**config.mk**
```make
export PLATFORM = sky130hd
export DESIGN_NAME = code_loader_uart
export DESIGN_NICKNAME = d
export VERILOG_FILES = /design/src/rtl/code_loader_uart.sv
export SDC_FILE = /design/constraint.sdc
export NUM_CORES = 1
export LEC_CHECK = 0
export CAP_MARGIN = 20
export CORE_UTILIZATION = 55
export CTS_CLUSTER_DIAMETER = 100
export DETAILED_ROUTE_END_ITERATION = 16
export PLACE_DENSITY_LB_ADDON = 0.08
export SLEW_MARGIN = 15
export SYNTH_ARGS = -nofsm -noshare
export SYNTH_HDL_FRONTEND = slang
export SYNTH_SLANG_ARGS = --single-unit
```
**constraint.sdc**
```tcl
create_clock -name iCLK -period 7.1 [get_ports iCLK]
set_input_delay 1.775 -clock iCLK [delete_from_list [all_inputs] [get_ports iCLK]]
set_output_delay 1.775 -clock iCLK [all_outputs]
set_load 0.005 [all_outputs]
```
**src/rtl/code_loader_uart.sv**
```systemverilog
// UART program loader: decodes framed program images from iRxD and writes them
// word-by-word into code memory while holding the CPU in reset.
module code_loader_uart #(
  parameter int unsigned CLK_FREQ       = 50000000,
  parameter int unsigned BAUD           = 115200,
  parameter logic [63:0] ADDR_BASE      = 64'h0000_0000_0040_0000,
  parameter int unsigned MAX_WORDS      = 4096,
  parameter int unsigned TIMEOUT_CYCLES = 16 * (CLK_FREQ / BAUD) * 10
) (
  input  logic        iCLK,
  input  logic        iRST,
  input  logic        iRxD,
  input  logic        iEnable,
  output logic        oCPUHold,
  output logic        oIwWriteEnable,
  output logic [3:0]  oIwByteEnable,
  output logic [63:0] oIwAddress,
  output logic [63:0] oIwWriteData,
  output logic        oBusy,
  output logic        oDone,
  output logic        oError,
  output logic [15:0] oWordCount
);

  localparam int unsigned CLKS_PER_BIT = CLK_FREQ / BAUD;
  localparam int unsigned HALF_BIT     = (CLKS_PER_BIT / 2 > 0) ? CLKS_PER_BIT / 2 : 1;
  localparam logic [31:0] BIT_LAST     = 32'(CLKS_PER_BIT - 1);
  localparam logic [31:0] HALF_LAST    = 32'(HALF_BIT - 1);
  localparam logic [7:0]  SYNC_BYTE    = 8'hA5;

  typedef enum logic [1:0] {RX_IDLE, RX_START, RX_DATA, RX_STOP} rx_state_t;

  typedef enum logic [2:0] {
    S_IDLE, S_CNT_LO, S_CNT_HI, S_DATA, S_CHK, S_DONE, S_ERROR
  } state_t;

  // ---------------- UART receiver ----------------
  rx_state_t   r_rx_state, w_rx_next;
  logic        r_rx_meta, r_rx_sync, r_rx_prev;
  logic [31:0] r_rx_cnt;
  logic [2:0]  r_rx_bit;
  logic [7:0]  r_rx_shift;
  logic        r_byte_valid, r_frame_err;
  logic [7:0]  r_byte;
  logic        w_bit_tick, w_half_tick;

  assign w_bit_tick  = (r_rx_cnt == BIT_LAST);
  assign w_half_tick = (r_rx_cnt == HALF_LAST);

  // Synchroniser flops reset to the idle-high line level so reset release
  // never looks like a start bit.
  always_ff @(posedge iCLK or negedge iRST) begin
    if (!iRST) begin
      r_rx_meta <= 1'b1;
      r_rx_sync <= 1'b1;
      r_rx_prev <= 1'b1;
    end else begin
      // NOTE: non-blocking assignments let every flop sample the pre-edge
      // value, which is what makes this a real two-stage synchroniser.
      r_rx_meta <= iRxD;
      r_rx_sync <= r_rx_meta;
      r_rx_prev <= r_rx_sync;
    end
  end

  always_comb begin
    // NOTE: default assignment first so no path through the case infers a latch.
    w_rx_next = r_rx_state;
    unique case (r_rx_state)
      RX_IDLE:  if (r_rx_prev && !r_rx_sync) w_rx_next = RX_START;
      RX_START: if (w_half_tick) w_rx_next = r_rx_sync ? RX_IDLE : RX_DATA;
      RX_DATA:  if (w_bit_tick && r_rx_bit == 3'd7) w_rx_next = RX_STOP;
      RX_STOP:  if (w_bit_tick) w_rx_next = RX_IDLE;
      default:  w_rx_next = RX_IDLE;
    endcase
  end

  always_ff @(posedge iCLK or negedge iRST) begin
    if (!iRST) r_rx_state <= RX_IDLE;
    else       r_rx_state <= w_rx_next;
  end

  always_ff @(posedge iCLK or negedge iRST) begin
    if (!iRST) begin
      r_rx_cnt     <= '0;
      r_rx_bit     <= '0;
      r_rx_shift   <= '0;
      r_byte_valid <= 1'b0;
      r_frame_err  <= 1'b0;
      r_byte       <= '0;
    end else begin
      r_byte_valid <= 1'b0;
      r_frame_err  <= 1'b0;
      unique case (r_rx_state)
        RX_IDLE: begin
          r_rx_cnt <= '0;
          r_rx_bit <= '0;
        end
        RX_START: r_rx_cnt <= w_half_tick ? '0 : r_rx_cnt + 32'd1;
        RX_DATA: begin
          if (w_bit_tick) begin
            r_rx_cnt   <= '0;
            r_rx_shift <= {r_rx_sync, r_rx_shift[7:1]};
            r_rx_bit   <= r_rx_bit + 3'd1;
          end else begin
            r_rx_cnt <= r_rx_cnt + 32'd1;
          end
        end
        RX_STOP: begin
          if (w_bit_tick) begin
            r_rx_cnt <= '0;
            if (r_rx_sync) begin
              r_byte_valid <= 1'b1;
              r_byte       <= r_rx_shift;
            end else begin
              r_frame_err <= 1'b1;
            end
          end else begin
            r_rx_cnt <= r_rx_cnt + 32'd1;
          end
        end
        default: r_rx_cnt <= '0;
      endcase
    end
  end

  // ---------------- Frame loader ----------------
  state_t      r_state, w_state_next;
  logic [7:0]  r_count_lo;
  logic [15:0] r_count_n;
  logic [31:0] r_word;
  logic [1:0]  r_byte_idx;
  logic [7:0]  r_chk;
  logic [15:0] r_word_count;
  logic [31:0] r_idle_cnt;
  logic        r_we, r_hold, r_busy, r_done, r_error;
  logic [63:0] r_addr, r_wdata;

  logic        w_in_frame, w_timeout, w_abort, w_n_bad, w_word_done, w_last_word;
  logic        w_start, w_enter_done, w_enter_err;
  logic [15:0] w_n_rx;

  assign w_in_frame  = (r_state == S_CNT_LO) || (r_state == S_CNT_HI) ||
                       (r_state == S_DATA)   || (r_state == S_CHK);
  assign w_timeout   = (r_idle_cnt >= TIMEOUT_CYCLES);
  assign w_abort     = w_in_frame && (!iEnable || r_frame_err || w_timeout);
  assign w_n_rx      = {r_byte, r_count_lo};
  assign w_n_bad     = (w_n_rx == 16'd0) || (32'(w_n_rx) > MAX_WORDS);
  assign w_word_done = (r_state == S_DATA) && r_byte_valid && (r_byte_idx == 2'd3) && !w_abort;
  assign w_last_word = ((r_word_count + 16'd1) == r_count_n);

  always_comb begin
    w_state_next = r_state;
    unique case (r_state)
      S_IDLE:   if (r_byte_valid && r_byte == SYNC_BYTE && iEnable) w_state_next = S_CNT_LO;
      S_CNT_LO: if (r_byte_valid) w_state_next = S_CNT_HI;
      S_CNT_HI: if (r_byte_valid) w_state_next = w_n_bad ? S_ERROR : S_DATA;
      S_DATA:   if (w_word_done && w_last_word) w_state_next = S_CHK;
      S_CHK:    if (r_byte_valid) w_state_next = (r_byte == r_chk) ? S_DONE : S_ERROR;
      S_DONE:   w_state_next = S_IDLE;
      S_ERROR:  w_state_next = S_IDLE;
      default:  w_state_next = S_IDLE;
    endcase
    if (w_abort) w_state_next = S_ERROR;
  end

  always_ff @(posedge iCLK or negedge iRST) begin
    if (!iRST) r_state <= S_IDLE;
    else       r_state <= w_state_next;
  end

  assign w_start      = (r_state == S_IDLE) && (w_state_next == S_CNT_LO);
  assign w_enter_done = (r_state == S_CHK) && (w_state_next == S_DONE);
  assign w_enter_err  = (r_state != S_ERROR) && (w_state_next == S_ERROR);

  always_ff @(posedge iCLK or negedge iRST) begin
    if (!iRST) begin
      r_count_lo   <= '0;
      r_count_n    <= '0;
      r_word       <= '0;
      r_byte_idx   <= '0;
      r_chk        <= '0;
      r_word_count <= '0;
      r_idle_cnt   <= '0;
      r_we         <= 1'b0;
      r_hold       <= 1'b0;
      r_busy       <= 1'b0;
      r_done       <= 1'b0;
      r_error      <= 1'b0;
      r_addr       <= ADDR_BASE;
      r_wdata      <= '0;
    end else begin
      r_we <= 1'b0;

      if (w_start || r_byte_valid || !w_in_frame) r_idle_cnt <= '0;
      else                                        r_idle_cnt <= r_idle_cnt + 32'd1;

      if (w_start) begin
        r_hold       <= 1'b1;
        r_busy       <= 1'b1;
        r_done       <= 1'b0;
        r_error      <= 1'b0;
        r_word_count <= '0;
        r_chk        <= '0;
        r_byte_idx   <= '0;
      end

      if (r_byte_valid && !w_abort) begin
        unique case (r_state)
          S_CNT_LO: r_count_lo <= r_byte;
          S_CNT_HI: r_count_n  <= w_n_rx;
          S_DATA: begin
            // Bytes enter at the top, so after four shifts byte k sits at [8k+7:8k].
            r_word     <= {r_byte, r_word[31:8]};
            r_chk      <= r_chk ^ r_byte;
            r_byte_idx <= r_byte_idx + 2'd1;
          end
          default: ;
        endcase
      end

      if (w_word_done) begin
        r_we         <= 1'b1;
        r_addr       <= ADDR_BASE + {46'd0, r_word_count, 2'b00};
        r_wdata      <= {32'd0, r_byte, r_word[31:8]};
        r_word_count <= r_word_count + 16'd1;
      end

      if (w_enter_done) begin
        r_done <= 1'b1;
        r_busy <= 1'b0;
        r_hold <= 1'b0;
      end

      // Hold stays asserted on error: code memory is only partly overwritten.
      if (w_enter_err) begin
        r_error <= 1'b1;
        r_busy  <= 1'b0;
      end
    end
  end

  assign oCPUHold       = r_hold;
  assign oIwWriteEnable = r_we;
  assign oIwByteEnable  = 4'b1111;
  assign oIwAddress     = r_addr;
  assign oIwWriteData   = r_wdata;
  assign oBusy          = r_busy;
  assign oDone          = r_done;
  assign oError         = r_error;
  assign oWordCount     = r_word_count;

endmodule

```
==> reports/summary.txt <==
Final period util -> 57.0%
All-Layer GR Usage -> 21.9%
Outcome -> finished, final reports clean
# nets final -> 1167
Leak pwr -> 0.00598 uW
Die height -> 142 um
Post-Layout Inst Area -> 12200 sq um
I/O pin count -> 157
Fill cell count -> 1608
Sink Count -> 220
Clk_lat worst skew -> 0.52 ns
Die area -> 20000 sq um
R2R setup slack -> 4.05 ns
Post-route setup TNS -> 0 ns
CTS tree -> built
Top post-synthesis cells by area -> dfrtp_1 (51%), nand2_1 (7.8%), mux2_2 (6.0%), buf_4 (5.9%), xor2_1 (5.0%)
Clock Tree Buf Depth -> 3
Mapped Area -> 10700 sq um
Detailed-route wire length -> 21000 um
First-pass GRT wire length -> 35700 um
Initial antenna violation count -> 0
Final HPWL DP -> 14000 um
Share of flip-flops with an asynchronous set or reset -> 100%
Area Overhead vs Synth -> 13.8%
Clock skew -> 0.0106 ns
Total grt overflow -> 0
Vias in the first global route -> 7131
Post-synth EDFFs -> 0
Fmax -> 247 MHz
Max_slew headroom -> 37.2%
Synth Flop Type -> dfrtp_1
Post-DP Area -> 11300 sq um
HP Class -> register to register
Unrepaired setup endpoints after global routing -> false
WS Path Type -> input port to register
Slew Viols, Final -> 0
Postcts setup bufs -> 0
Final number of hold-violating endpoints -> 0
Post-synth top area cell -> dfrtp_1
Crit path launch type -> input port
Vias per inst -> 5.23
Core area -> 18900 sq um
Synth unique cells -> 60
Largest net degree at the start of global routing -> 125
Starting DRC count in detailed routing -> 341
Vias -> 7492
Final setup fails -> 0
Register area share after synthesis -> 51.4%
Slew @ Worst Pin -> 0.941 ns
Peak supply drop -> 0.000198 V
Post-CTS Resized -> 0
Syn Inst Count -> 1097
Antenna Nets Post-Route -> 0
Yosys reg bits -> 220
CTS buffer count -> 25
Critical path endpoint category -> register
CTS root buffer -> clkbuf_16
Arr. time, crit path -> 4.44 ns
Layout cells sized above 1 -> 10.4%
Avg Synthesized Cell Area -> 9.77 sq um
Rows -> 50
Share of the synthesized area in the top cell type -> 50.7%
Die W -> 142 um
Pwr dens -> 232 nW/um^2
Synth Warn # -> 0
DR DRC count -> 0
Wire length per cell -> 14.6 um
Max Cap Viol -> 0
Placer Congestion -> 0.843
Clock period minus worst slack -> 4.05 ns
Initial Util -> 56.7%
Max H-tree Level -> 1
Antenna Cells -> 0
Total power draw -> 2830 uW
1st-pass router iterations -> 4
PortBufs -> 72
Worst-path clk slew -> 0.05 ns
Post-CTS Hold Buffers -> 0
Critical path peak fanout -> 35
CP Data Required Time -> 7.49 ns
through the flow:
| stage | std cells | worst slack, ns | util (%) | hold slack [ns] |
|---|---|---|---|---|
| after CTS | 1430 | 3.05 | 64.4 | 0.355 |
| after global routing | 1432 | 2.82 | 64.6 | 0.360 |
| after floorplan | 1179 | 3.58 | - | 0.345 |
| after global placement | 1384 | 2.58 | 59.9 | 0.345 |
| after detailed placement | 1385 | 2.52 | 59.9 | 0.347 |
| final | 1432 | 3.05 | 64.6 | 0.355 |
final cells by class:
type	count	area, sq um	share of cell area, %
tap	260	325	2.67
multi-input combinational	808	4640	38.0
clock buffer	36	737	6.04
inverter	17	63.8	0.523
clock inverter	9	98.8	0.810
timing repair buffer	82	828	6.79
sequential	220	5510	45.2
worst max-delay path, stage by stage:
cell and delay [ns]:
clkdlybuf4s50_1 0.48, nor4b_1 0.32, nand2_1 0.15, or4b_2 1.01, nand2_1 0.37, o21ai_0 0.15
nand2_1 0.09, o21ai_0 0.08
kinds of logic (layout without fill, tap and decap cells):
kind of cell | count (synthesis) | count (layout) | share of synthesized area, %
buffers and inverters | 151 | 144 | 8.29
AOI/OAI and AO/OA | 92 | 92 | 5.13
DFF | 220 | 220 | 51.4
muxes | 58 | 58 | 6.08
adders and majority gates | 9 | 9 | 1.05
and+or+nand+nor | 474 | 474 | 20.4
xor gates and xnor gates | 91 | 91 | 7.57
other | 2 | 84 | 0.0701
cell usage after synthesis, types with 2 or more instances:
| cell | n |
|---|---|
| nand4_1 | 28 |
| nor4b_1 | 3 |
| dfstp_2 | 3 |
| nor4_1 | 19 |
| a31oi_1 | 3 |
| and3_1 | 18 |
| and4_1 | 5 |
| a21o_1 | 2 |
| a21oi_1 | 13 |
| nor2b_1 | 4 |
| nand2_1 | 224 |
| nor3_2 | 2 |
| mux2_2 | 57 |
| ha_1 | 9 |
| dfrtp_1 | 217 |
| or2_2 | 2 |
| nand4b_1 | 3 |
| nand3_1 | 41 |
| or4_1 | 2 |
| nand2b_1 | 5 |
| xor2_1 | 61 |
| clkbuf_1 | 44 |
| conb_1 | 2 |
| o21ai_1 | 2 |
| nor3_1 | 13 |
| buf_4 | 84 |
| o21ai_0 | 49 |
| or3_1 | 4 |
| xnor2_1 | 29 |
| nor2_1 | 86 |
| o31ai_1 | 6 |
| a22o_1 | 3 |
| and2_1 | 7 |
| inv_1 | 17 |
| buf_2 | 4 |
| o21a_1 | 2 |
cell usage in the layout (no fill, tap or decap), types with 9 or more instances in the layout:
cell type / Yosys / layout
o21ai_0: 49 / 49
nand4_1: 28 / 28
nor3_1: 13 / 13
and3_1: 18 / 18
mux2_2: 57 / 57
a21oi_1: 13 / 13
nand3_1: 41 / 41
ha_1: 9 / 9
nor4_1: 19 / 19
clkbuf_16: 0 / 25
clkdlybuf4s50_1: 0 / 71
conb_1: 2 / 84
nand2_1: 224 / 224
inv_1: 17 / 17
nor2_1: 86 / 85
xnor2_1: 29 / 29
dfrtp_1: 217 / 217
xor2_1: 61 / 61
per-layer routing:
| metal | wire [um] | track usage, % | vias to the layer above | part of all wire (%) |
|---|---|---|---|---|
| met4 | 334 | 4.64 | 0 | 1.6 |
| met2 | 9850 | 35.5 | 166 | 47 |
| met1 | 9890 | 31.5 | 3665 | 47 |
| li1 | - | - | 3635 | - |
| met5 | 0 | 0 | - | 0 |
| met3 | 882 | 3.21 | 26 | 4.2 |
report_power, final:
group          switching, uW  total, uW  internal [uW]
Sequential              48.8       1340           1290
Combinational            138        205           66.7
Clock                    492       1280            790
Total                    678       2830           2150
worst paths after layout:
check / startpoint / to / depth (start not counted)
setup reg to reg: oWordCount[2] / r_state[0] / 6
max in group asynchronous: iRST / r_rx_shift[2] / 2
setup / recovery: iEnable / r_chk[7] / 8
min in group asynchronous: iRST / r_idle_cnt[3] / 1
hold reg to reg: r_rx_meta / r_rx_sync / 0
hold / removal: r_rx_meta / r_rx_sync / 0
sequential cells by signal (all words and copies together), names as in the netlist, 3 cells and up, named ones only:
signal	cells
r_rx_cnt	32
r_state	3
oIwWriteData	32
r_rx_bit	3
r_chk	8
r_count_lo	8
oIwAddress	16
oWordCount	16
r_rx_shift	8
r_byte	8
r_word	24
r_count_n	16
r_idle_cnt	32
Power figures use the tool's default switching activity.
